$ cat src/rtl/ctr_incr_sched_pkg.sv
// ctr_sched_pkg: shared op encodings, default base address and channel indices
package ctr_sched_pkg;
  typedef enum logic [1:0] {OP_NONE = 2'b00, OP_PINC = 2'b01, OP_MINC = 2'b10} op_e;
  localparam logic [11:0] ADDR_BASE_DEF = 12'o0032;
  localparam int CH_CDUX = 0;
  localparam int CH_CDUY = 1;
  localparam int CH_CDUZ = 2;
  localparam int CH_TRN = 3;
  localparam int CH_SHAFT = 4;
  localparam int CH_PIPX = 5;
  localparam int CH_PIPY = 6;
  localparam int CH_PIPZ = 7;
endpackage

$ cat src/rtl/ctr_incr_sched_if.sv
// ctr_incr_sched_if: pulse inputs, sequencer strobe and grant outputs of the scheduler
interface ctr_incr_sched_if #(parameter int NCH = 8, parameter int AW = 12);
  logic [NCH-1:0] PLS;
  logic [NCH-1:0] MNS;
  logic TAKE;
  logic CTR_REQ;
  logic CTR_VLD;
  logic [AW-1:0] CTR_ADDR;
  logic [1:0] CTR_OP;
  logic [2*NCH-1:0] PEND;
  modport master(output PLS, MNS, TAKE, input CTR_REQ, CTR_VLD, CTR_ADDR, CTR_OP, PEND);
  modport slave(input PLS, MNS, TAKE, output CTR_REQ, CTR_VLD, CTR_ADDR, CTR_OP, PEND);
endinterface

$ cat src/rtl/ctr_incr_sched_cell.sv
// ctr_req_cell: per-channel edge detect, pending plus/minus bits and cancellation
module ctr_req_cell (
  input  logic CLOCK,
  input  logic rst,
  input  logic pls,
  input  logic mns,
  input  logic clr,
  output logic pp,
  output logic pm,
  output logic elig,
  output logic dir,
  output logic nxt_elig
);
  logic prev_p, prev_m, cancel, pp_n, pm_n;
  assign cancel = pp & pm;
  assign pp_n = (pp & ~(cancel | clr)) | (pls & ~prev_p);
  assign pm_n = (pm & ~(cancel | clr)) | (mns & ~prev_m);
  assign elig = pp ^ pm;
  assign dir = pp;
  assign nxt_elig = pp_n ^ pm_n;
  // prev resets high so a level held through reset is not seen as an edge
  always_ff @(posedge CLOCK or posedge rst)
    if (rst) begin
      prev_p <= 1'b1;
      prev_m <= 1'b1;
      pp <= 1'b0;
      pm <= 1'b0;
    end else begin
      prev_p <= pls;
      prev_m <= mns;
      pp <= pp_n;
      pm <= pm_n;
    end
endmodule

$ cat src/rtl/ctr_incr_sched.sv
// ctr_incr_sched: fixed-priority grant of pending counter increments to the sequencer
module ctr_incr_sched
  import ctr_sched_pkg::*;
#(
  parameter int NCH = 8,
  parameter int AW = 12,
  parameter logic [AW-1:0] ADDR_BASE = AW'(ADDR_BASE_DEF)
) (
  input logic CLOCK,
  input logic rst,
  ctr_incr_sched_if.slave bus
);
  localparam int SW = $clog2(NCH);
  logic [NCH-1:0] pp, pm, elig, dir, nelig, clr;
  logic [SW-1:0] sel;
  logic grant;
  for (genvar g = 0; g < NCH; g++) begin : g_cell
    ctr_req_cell u_cell (
      .CLOCK(CLOCK), .rst(rst), .pls(bus.PLS[g]), .mns(bus.MNS[g]), .clr(clr[g]),
      .pp(pp[g]), .pm(pm[g]), .elig(elig[g]), .dir(dir[g]), .nxt_elig(nelig[g])
    );
  end
  assign grant = bus.TAKE & |elig;
  assign clr = grant ? elig & (~elig + NCH'(1)) : '0;
  assign bus.PEND = {pm, pp};
  // lowest-index eligible channel wins
  always_comb begin
    sel = '0;
    for (int i = NCH - 1; i >= 0; i--) if (elig[i]) sel = i[SW-1:0];
  end
  // registered grant strobe, address, op and request flag
  always_ff @(posedge CLOCK or posedge rst)
    if (rst) begin
      bus.CTR_REQ <= 1'b0;
      bus.CTR_VLD <= 1'b0;
      bus.CTR_OP <= OP_NONE;
      bus.CTR_ADDR <= '0;
    end else begin
      bus.CTR_REQ <= |nelig;
      bus.CTR_VLD <= grant;
      bus.CTR_OP <= !grant ? OP_NONE : dir[sel] ? OP_PINC : OP_MINC;
      if (grant) bus.CTR_ADDR <= ADDR_BASE + AW'(sel);
    end
endmodule

$ cat src/flat_wrapper.sv
// flat-port wrapper written by rule: the top's interface ports become plain ports
module ctr_incr_sched_flat import ctr_sched_pkg::*;
#(
  parameter int NCH = 8,
  parameter int AW = 12,
  parameter logic [AW-1:0] ADDR_BASE = AW'(ADDR_BASE_DEF)
)
  (CLOCK, rst, bus_PLS, bus_MNS, bus_TAKE, bus_CTR_REQ, bus_CTR_VLD, bus_CTR_ADDR, bus_CTR_OP, bus_PEND);
  ctr_incr_sched_if #(.NCH(NCH), .AW(AW)) bus_i ();
  input logic CLOCK;
  input logic rst;
  input wire logic [$bits(bus_i.PLS)-1:0] bus_PLS;
  input wire logic [$bits(bus_i.MNS)-1:0] bus_MNS;
  input wire logic [$bits(bus_i.TAKE)-1:0] bus_TAKE;
  output wire logic [$bits(bus_i.CTR_REQ)-1:0] bus_CTR_REQ;
  output wire logic [$bits(bus_i.CTR_VLD)-1:0] bus_CTR_VLD;
  output wire logic [$bits(bus_i.CTR_ADDR)-1:0] bus_CTR_ADDR;
  output wire logic [$bits(bus_i.CTR_OP)-1:0] bus_CTR_OP;
  output wire logic [$bits(bus_i.PEND)-1:0] bus_PEND;
  assign bus_i.PLS = bus_PLS;
  assign bus_i.MNS = bus_MNS;
  assign bus_i.TAKE = bus_TAKE;
  assign bus_CTR_REQ = bus_i.CTR_REQ;
  assign bus_CTR_VLD = bus_i.CTR_VLD;
  assign bus_CTR_ADDR = bus_i.CTR_ADDR;
  assign bus_CTR_OP = bus_i.CTR_OP;
  assign bus_PEND = bus_i.PEND;
  ctr_incr_sched #(.NCH(NCH), .AW(AW), .ADDR_BASE(ADDR_BASE)) u_core (.CLOCK(CLOCK), .rst(rst), .bus(bus_i));
endmodule
$ cat config.mk
export PLATFORM = sky130hd
export DESIGN_NAME = ctr_incr_sched_flat
export DESIGN_NICKNAME = d
export VERILOG_FILES = /design/src/rtl/ctr_incr_sched_pkg.sv /design/src/rtl/ctr_incr_sched_if.sv /design/src/rtl/ctr_incr_sched_cell.sv /design/src/rtl/ctr_incr_sched.sv /design/src/flat_wrapper.sv
export SDC_FILE = /design/constraint.sdc
export NUM_CORES = 1
export LEC_CHECK = 0
export CAP_MARGIN = 5
export CORE_MARGIN = 4
export CORE_UTILIZATION = 35
export DETAILED_ROUTE_END_ITERATION = 10
export GPL_ROUTABILITY_DRIVEN = 0
export PLACE_DENSITY = 0.58
export SLEW_MARGIN = 30
export SYNTH_ARGS = -nofsm -noshare
export SYNTH_HDL_FRONTEND = slang
export SYNTH_SLANG_ARGS = --single-unit
$ cat constraint.sdc
create_clock -name CLOCK -period 2.6 [get_ports CLOCK]
set_clock_uncertainty 0.05 [all_clocks]
set_input_delay 0.26 -clock CLOCK [delete_from_list [all_inputs] [get_ports CLOCK]]
set_output_delay 0.26 -clock CLOCK [all_outputs]
set_load 0.05 [all_outputs]
== Word level (Yosys, flattened, before mapping) ==
Cells that the tools add are included.

* Bits in registers: 48
* Latch bits: 0
* RAM bits: 0
* ROM bits: 0
* Input port bits: 19
* Output and inout port bits: 32
* Word-level logic and storage cells: 161
* Memories kept: 0

* Add/subtract/negate cells: 2
* $mul: 0
* Div/mod/pow operators: 0
* Order comparisons: 1
* Equality and inequality tests: 0
* Shift-type cells: 0
* Mux-type cells: 13
* Bitwise operators: 107
* Reduce and logical (&&, ||, !) cells: 2

{| class="wikitable"
|+ Operators by type and width
! cell !! number
|-
| $and 1x1->1 || 41
|-
| $mux 3 || 8
|-
| $not 1->1 || 24
|-
| $or 1x1->1 || 24
|-
| $reduce_or 8->1 || 2
|-
| $xor 1x1->1 || 16
|-
| $add 8x1->8 const B || 1
|-
| $and 8x8->8 || 1
|-
| $mux 8 || 1
|-
| $not 8->8 || 1
|-
| $add 5x3->6 const A || 1
|-
| $lt 3x4->1 const B || 1
|-
| $mux 2 || 2
|-
| $bmux 1 s3 || 1
|-
| $mux 1 || 1
|}

== Logic depth before layout (Yosys ltp) ==
* Depth in word-level cells: 13
* Gate-level depth with buffers: 7

== By module ==
A second synthesis with hierarchy kept.

* Cell total of the unflattened synthesis: 208
* Area, all modules: 2258.4 um2

{| class="wikitable"
|+ By module, submodules not included
! module !! times used !! cells an instance !! area an instance (um2) !! seq. area each (um2)
|-
| ctr_req_cell || 8 || 15 || 186.4 || 102.6
|-
| ctr_incr_sched || 1 || 88 || 767.0 || 225.2
|}

== Worst setup path after synthesis ==
Ideal clock, no wire load.

* Path type: register to register
* From: register u_core.g_cell[3].u_cell.pm
* To: register u_core.bus.CTR_REQ
* Library setup time: 0.138 ns
* Arrival: 2.103 ns
* Path slack: 0.308 ns
* Stages on the path, launching flop included: 8
* Clock period less this slack: 2.292 ns
* Cells stage by stage: dfrtp_1 -> ha_1 -> nor4_4 -> a41oi_1 -> a22o_2 -> xor2_1 -> a2111oi_4 -> o211ai_1

* Longest elaborated chain between the ends: 11

{| class="wikitable"
|+ RTL lines
! what !! line !! text
|-
| start: declaration || ctr_incr_sched_cell.sv:9 || <nowiki>output logic pm,</nowiki>
|-
| start signal: assignment || ctr_incr_sched_cell.sv:32 || <nowiki>pm <= pm_n;</nowiki>
|-
| $xor 1x1->1 * || ctr_incr_sched_cell.sv:18 || <nowiki>assign elig = pp ^ pm;</nowiki>
|-
| $not 8->8 || ctr_incr_sched.sv:24 || <nowiki>assign clr = grant ? elig & (~elig + NCH'(1)) : '0;</nowiki>
|-
| $add 8x1->8 || ctr_incr_sched.sv:24 ||
|-
| $and 8x8->8 || ctr_incr_sched.sv:24 ||
|-
| $mux 8 * || ctr_incr_sched.sv:24 ||
|-
| $or 1x1->1 * || ctr_incr_sched_cell.sv:16 || <nowiki>assign pp_n = (pp & ~(cancel | clr)) | (pls & ~prev_p);</nowiki>
|-
| $not 1->1 * || ctr_incr_sched_cell.sv:16 ||
|-
| $and 1x1->1 * || ctr_incr_sched_cell.sv:16 ||
|-
| $or 1x1->1 * || ctr_incr_sched_cell.sv:16 ||
|-
| named net u_core.g_cell[5].u_cell.pp_n || ctr_incr_sched_cell.sv:14 || <nowiki>logic prev_p, prev_m, cancel, pp_n, pm_n;</nowiki>
|-
| $xor 1x1->1 * || ctr_incr_sched_cell.sv:20 || <nowiki>assign nxt_elig = pp_n ^ pm_n;</nowiki>
|-
| $reduce_or 8->1 * || ctr_incr_sched.sv:39 || <nowiki>bus.CTR_REQ <= |nelig;</nowiki>
|-
| end signal: assignment || ctr_incr_sched.sv:39 ||
|-
| end: declaration || ctr_incr_sched_if.sv:12 || <nowiki>modport slave(input PLS, MNS, TAKE, output CTR_REQ, CTR_VLD, CTR_ADDR, CTR_OP, PEND);</nowiki>
|}

Mark *: on every way through the listed nets, which the timed path passes. The rest lies on a longest branch.
A chain may end at the register's enable or synchronous reset.

== Worst setup path in the final report ==
* From: register u_core.g_cell[3].u_cell.pm
* To: register u_core.bus.CTR_REQ

* Longest elaborated chain between the ends: 11

{| class="wikitable"
|+ RTL lines
! what !! line
|-
| $xor 1x1->1 * || ctr_incr_sched_cell.sv:18
|-
| $not 8->8 || ctr_incr_sched.sv:24
|-
| $add 8x1->8 || ctr_incr_sched.sv:24
|-
| $and 8x8->8 || ctr_incr_sched.sv:24
|-
| $mux 8 * || ctr_incr_sched.sv:24
|-
| $or 1x1->1 * || ctr_incr_sched_cell.sv:16
|-
| $not 1->1 * || ctr_incr_sched_cell.sv:16
|-
| $and 1x1->1 * || ctr_incr_sched_cell.sv:16
|-
| $or 1x1->1 * || ctr_incr_sched_cell.sv:16
|-
| named net u_core.g_cell[7].u_cell.pp_n || ctr_incr_sched_cell.sv:14
|-
| $xor 1x1->1 * || ctr_incr_sched_cell.sv:20
|-
| $reduce_or 8->1 * || ctr_incr_sched.sv:39
|}

Marked as above.

==> metrics.txt <==
slew margin rel.=0.641; layout cells sized above 1=0.176; Mapped Cells=199; TritonCTS Buffers=5; dominant cell type by area after synthesis=dfrtp_1; clock slew at reported path FFs=0.08 ns; Syn-to-layout area delta=25.3%; Buffers on Ports=44; Unique masters post-synth=38; multi-input logic area=886 um^2; register area share after synthesis=0.493; endpoints failing setup=0; Antenna Diode Count=0; final hold vios=0; Synth Cell Area=2120 um^2; initial antenna violation count=0; largest net degree at the start of global routing=42; final slew viol count=0; Max-Cap Viols=0; worst-path maximum fanout=5; reg2reg end=u_core.bus.CTR_REQ; Tightest Hold Check Type=primary input to flop; root buffer cell=clkbuf_8; die area=7370 um^2; most frequent cells in the layout=clkdlybuf4s50_1 (44), nand2_1 (26), dfrtp_1 (25); Synth Area per Inst=10.7 um^2; CTS H-Tree Depth=2; worst skew pair latency=0.29 ns; CP required=2.71 ns; Worst Hold Path Cells=1; TritonCTS Sinks=41; Core Box Area=5890 um^2; drt drc=0; TritonCTS clock tree=yes; antenna viol nets, final=0; R2R setup slack=0.19 ns; Die Height=85.8 um; # hold bufs at CTS=0; first-pass GRT wire length=7240 um; Achievable Freq=415 MHz; clk buf depth=2; CP arrival=2.52 ns; Final #Nets=267; cell chain of the critical path=ha_2 -> nor4_4 -> nand4_1 -> a32o_1 -> xor2_1 -> a2111oi_4 -> o211ai_1; Synth warnings=0; initial core utilization=0.360; Post-synth EDFFs=0; run status=complete, no violations; setup TNS=0 ns; WS Path Type=flop to flop; R2R Path Start=u_core.g_cell[3].u_cell.pm; Slew @ Worst Pin=0.533 ns; per-cell routed wire length=13.3 um; final worst path period share=0.927; detailed placer's ending HPWL=3190 um; Chip Width=85.8 um; WHS Endpoint=u_core.g_cell[4].u_cell.prev_p; DRT iter0 DRCs=57; Worst Setup End Kind=flop; ys async rst share=1.00; top_reg_cell synth=dfrtp_1; vias in the first global route=1465; Synth top area share=0.295; CP peak stage delay=0.42 ns; WL final=4170 um; grt total ovfl=0; reg2reg path depth=7; vias per cell=4.70; via count=1475; Critical Path Source Type=flop; I/O pin count=51; Yosys reg bits=41; RSZ-0062 raised after global routing=false; synth top area cells=dfrtp_1 (29%), dfstp_2 (20%), buf_4 (8.5%), ha_1 (5.3%), nand2_1 (4.6%); Final Critical Period=2.41 ns; fillers=581; Reg area=1050 um^2; critical path's slowest cell=dfrtp_1; HP Start=bus_PLS[4]; most common cell after layout, fill and taps aside=clkdlybuf4s50_1; gr usage total=0.125; Pre-Repair DR Iteration Count=4; Rows=28
-- sequential cells by signal, summed over array words and instances, names as in the netlist --
| name | count |
|---|---|
| u_core.g_cell.u_cell.pm | 8 |
| u_core.bus.CTR_REQ | 1 |
| u_core.bus.CTR_OP | 2 |
| u_core.bus.CTR_ADDR | 5 |
| u_core.g_cell.u_cell.prev_m | 8 |
| u_core.g_cell.u_cell.dir | 8 |
| u_core.g_cell.u_cell.prev_p | 8 |
| u_core.bus.CTR_VLD | 1 |
-- how the worst max path moves through the flow --
stage	slack, ns	to	start
after global placement	0.17	u_core.bus.CTR_REQ	u_core.g_cell[2].u_cell.pm
after CTS	0.1	u_core.bus.CTR_REQ	u_core.g_cell[2].u_cell.pm
final	0.19	u_core.bus.CTR_REQ	u_core.g_cell[3].u_cell.pm
after floorplan	0.31	u_core.bus.CTR_REQ	u_core.g_cell[3].u_cell.pm
after global routing	0.04	u_core.bus.CTR_REQ	u_core.g_cell[1].u_cell.pm
after detailed placement	0.12	u_core.bus.CTR_REQ	u_core.g_cell[2].u_cell.pm
-- critical path: cells and delay by family (launching register included) --
| kind | cells | cell delay, ns |
|---|---|---|
| adder cells (fa/ha/maj) | 1 | 0.34 |
| XOR/XNOR | 1 | 0.19 |
| AND/OR/NAND/NOR | 2 | 0.56 |
| flip-flops | 1 | 0.42 |
| AO/OA/AOI/OAI | 3 | 0.72 |
-- timing repair --
| item | in CTS | in global routing |
|---|---|---|
| gates resized for setup | 0 | 4 |
| buffers inserted | 0 | 0 |
| endpoints found under the setup margin | 0 | 1 |
-- metal layers --
| metal | GRT usage | wire length (um) |
|---|---|---|
| met5 | 0 | 0 |
| met3 | 0.0336 | 205 |
| met1 | 0.164 | 1960 |
| met4 | 0.0475 | 54 |
| met2 | 0.198 | 1960 |
-- synthesized netlist by cell type, drive strengths merged, types with 3 or more instances --
library cell / count
a32o: 3
a21oi: 3
dfrtp: 25
mux2i: 8
xor2: 3
nor2b: 6
buf: 24
a21o: 7
nor2: 7
o21ai: 13
nand2b: 5
a211oi: 5
inv: 12
ha: 9
nand2: 26
dfstp: 16
-- area by class of cell --
type	count	area share
well taps	75	0.0353
inverters	12	0.0169
flip-flops and latches	41	0.394
multi-input cells	127	0.333
clock buffers	7	0.0325
repair buffers	52	0.188
-- logic make-up after synthesis --
| family | count (synthesis) | share of synthesized area |
|---|---|---|
| flops | 41 | 0.493 |
| compound gates | 45 | 0.160 |
| buf+inv | 36 | 0.106 |
| simple gates | 56 | 0.136 |
| fa+ha+maj | 9 | 0.0531 |
| other cells | 1 | 0.00177 |
| mux | 8 | 0.0378 |
| xor+xnor | 3 | 0.0124 |
-- per-stage QoR --
step | std cells | setup slack, ns | area [um^2] | util | hold WS [ns]
global placement | 307 | 0.167 | 2550 | 0.434 | 0.414
CTS | 314 | 0.0993 | 2640 | 0.449 | 0.337
floorplan | 204 | 0.308 | 2140 | - | 0.214
finish | 314 | 0.191 | 2660 | 0.452 | 0.346
global route | 314 | 0.0386 | 2660 | 0.452 | 0.337
detailed placement | 307 | 0.119 | 2550 | 0.434 | 0.416
Power is not shown: default switching activity piles up to over one toggle a cycle in this logic, so the estimate is an artifact.
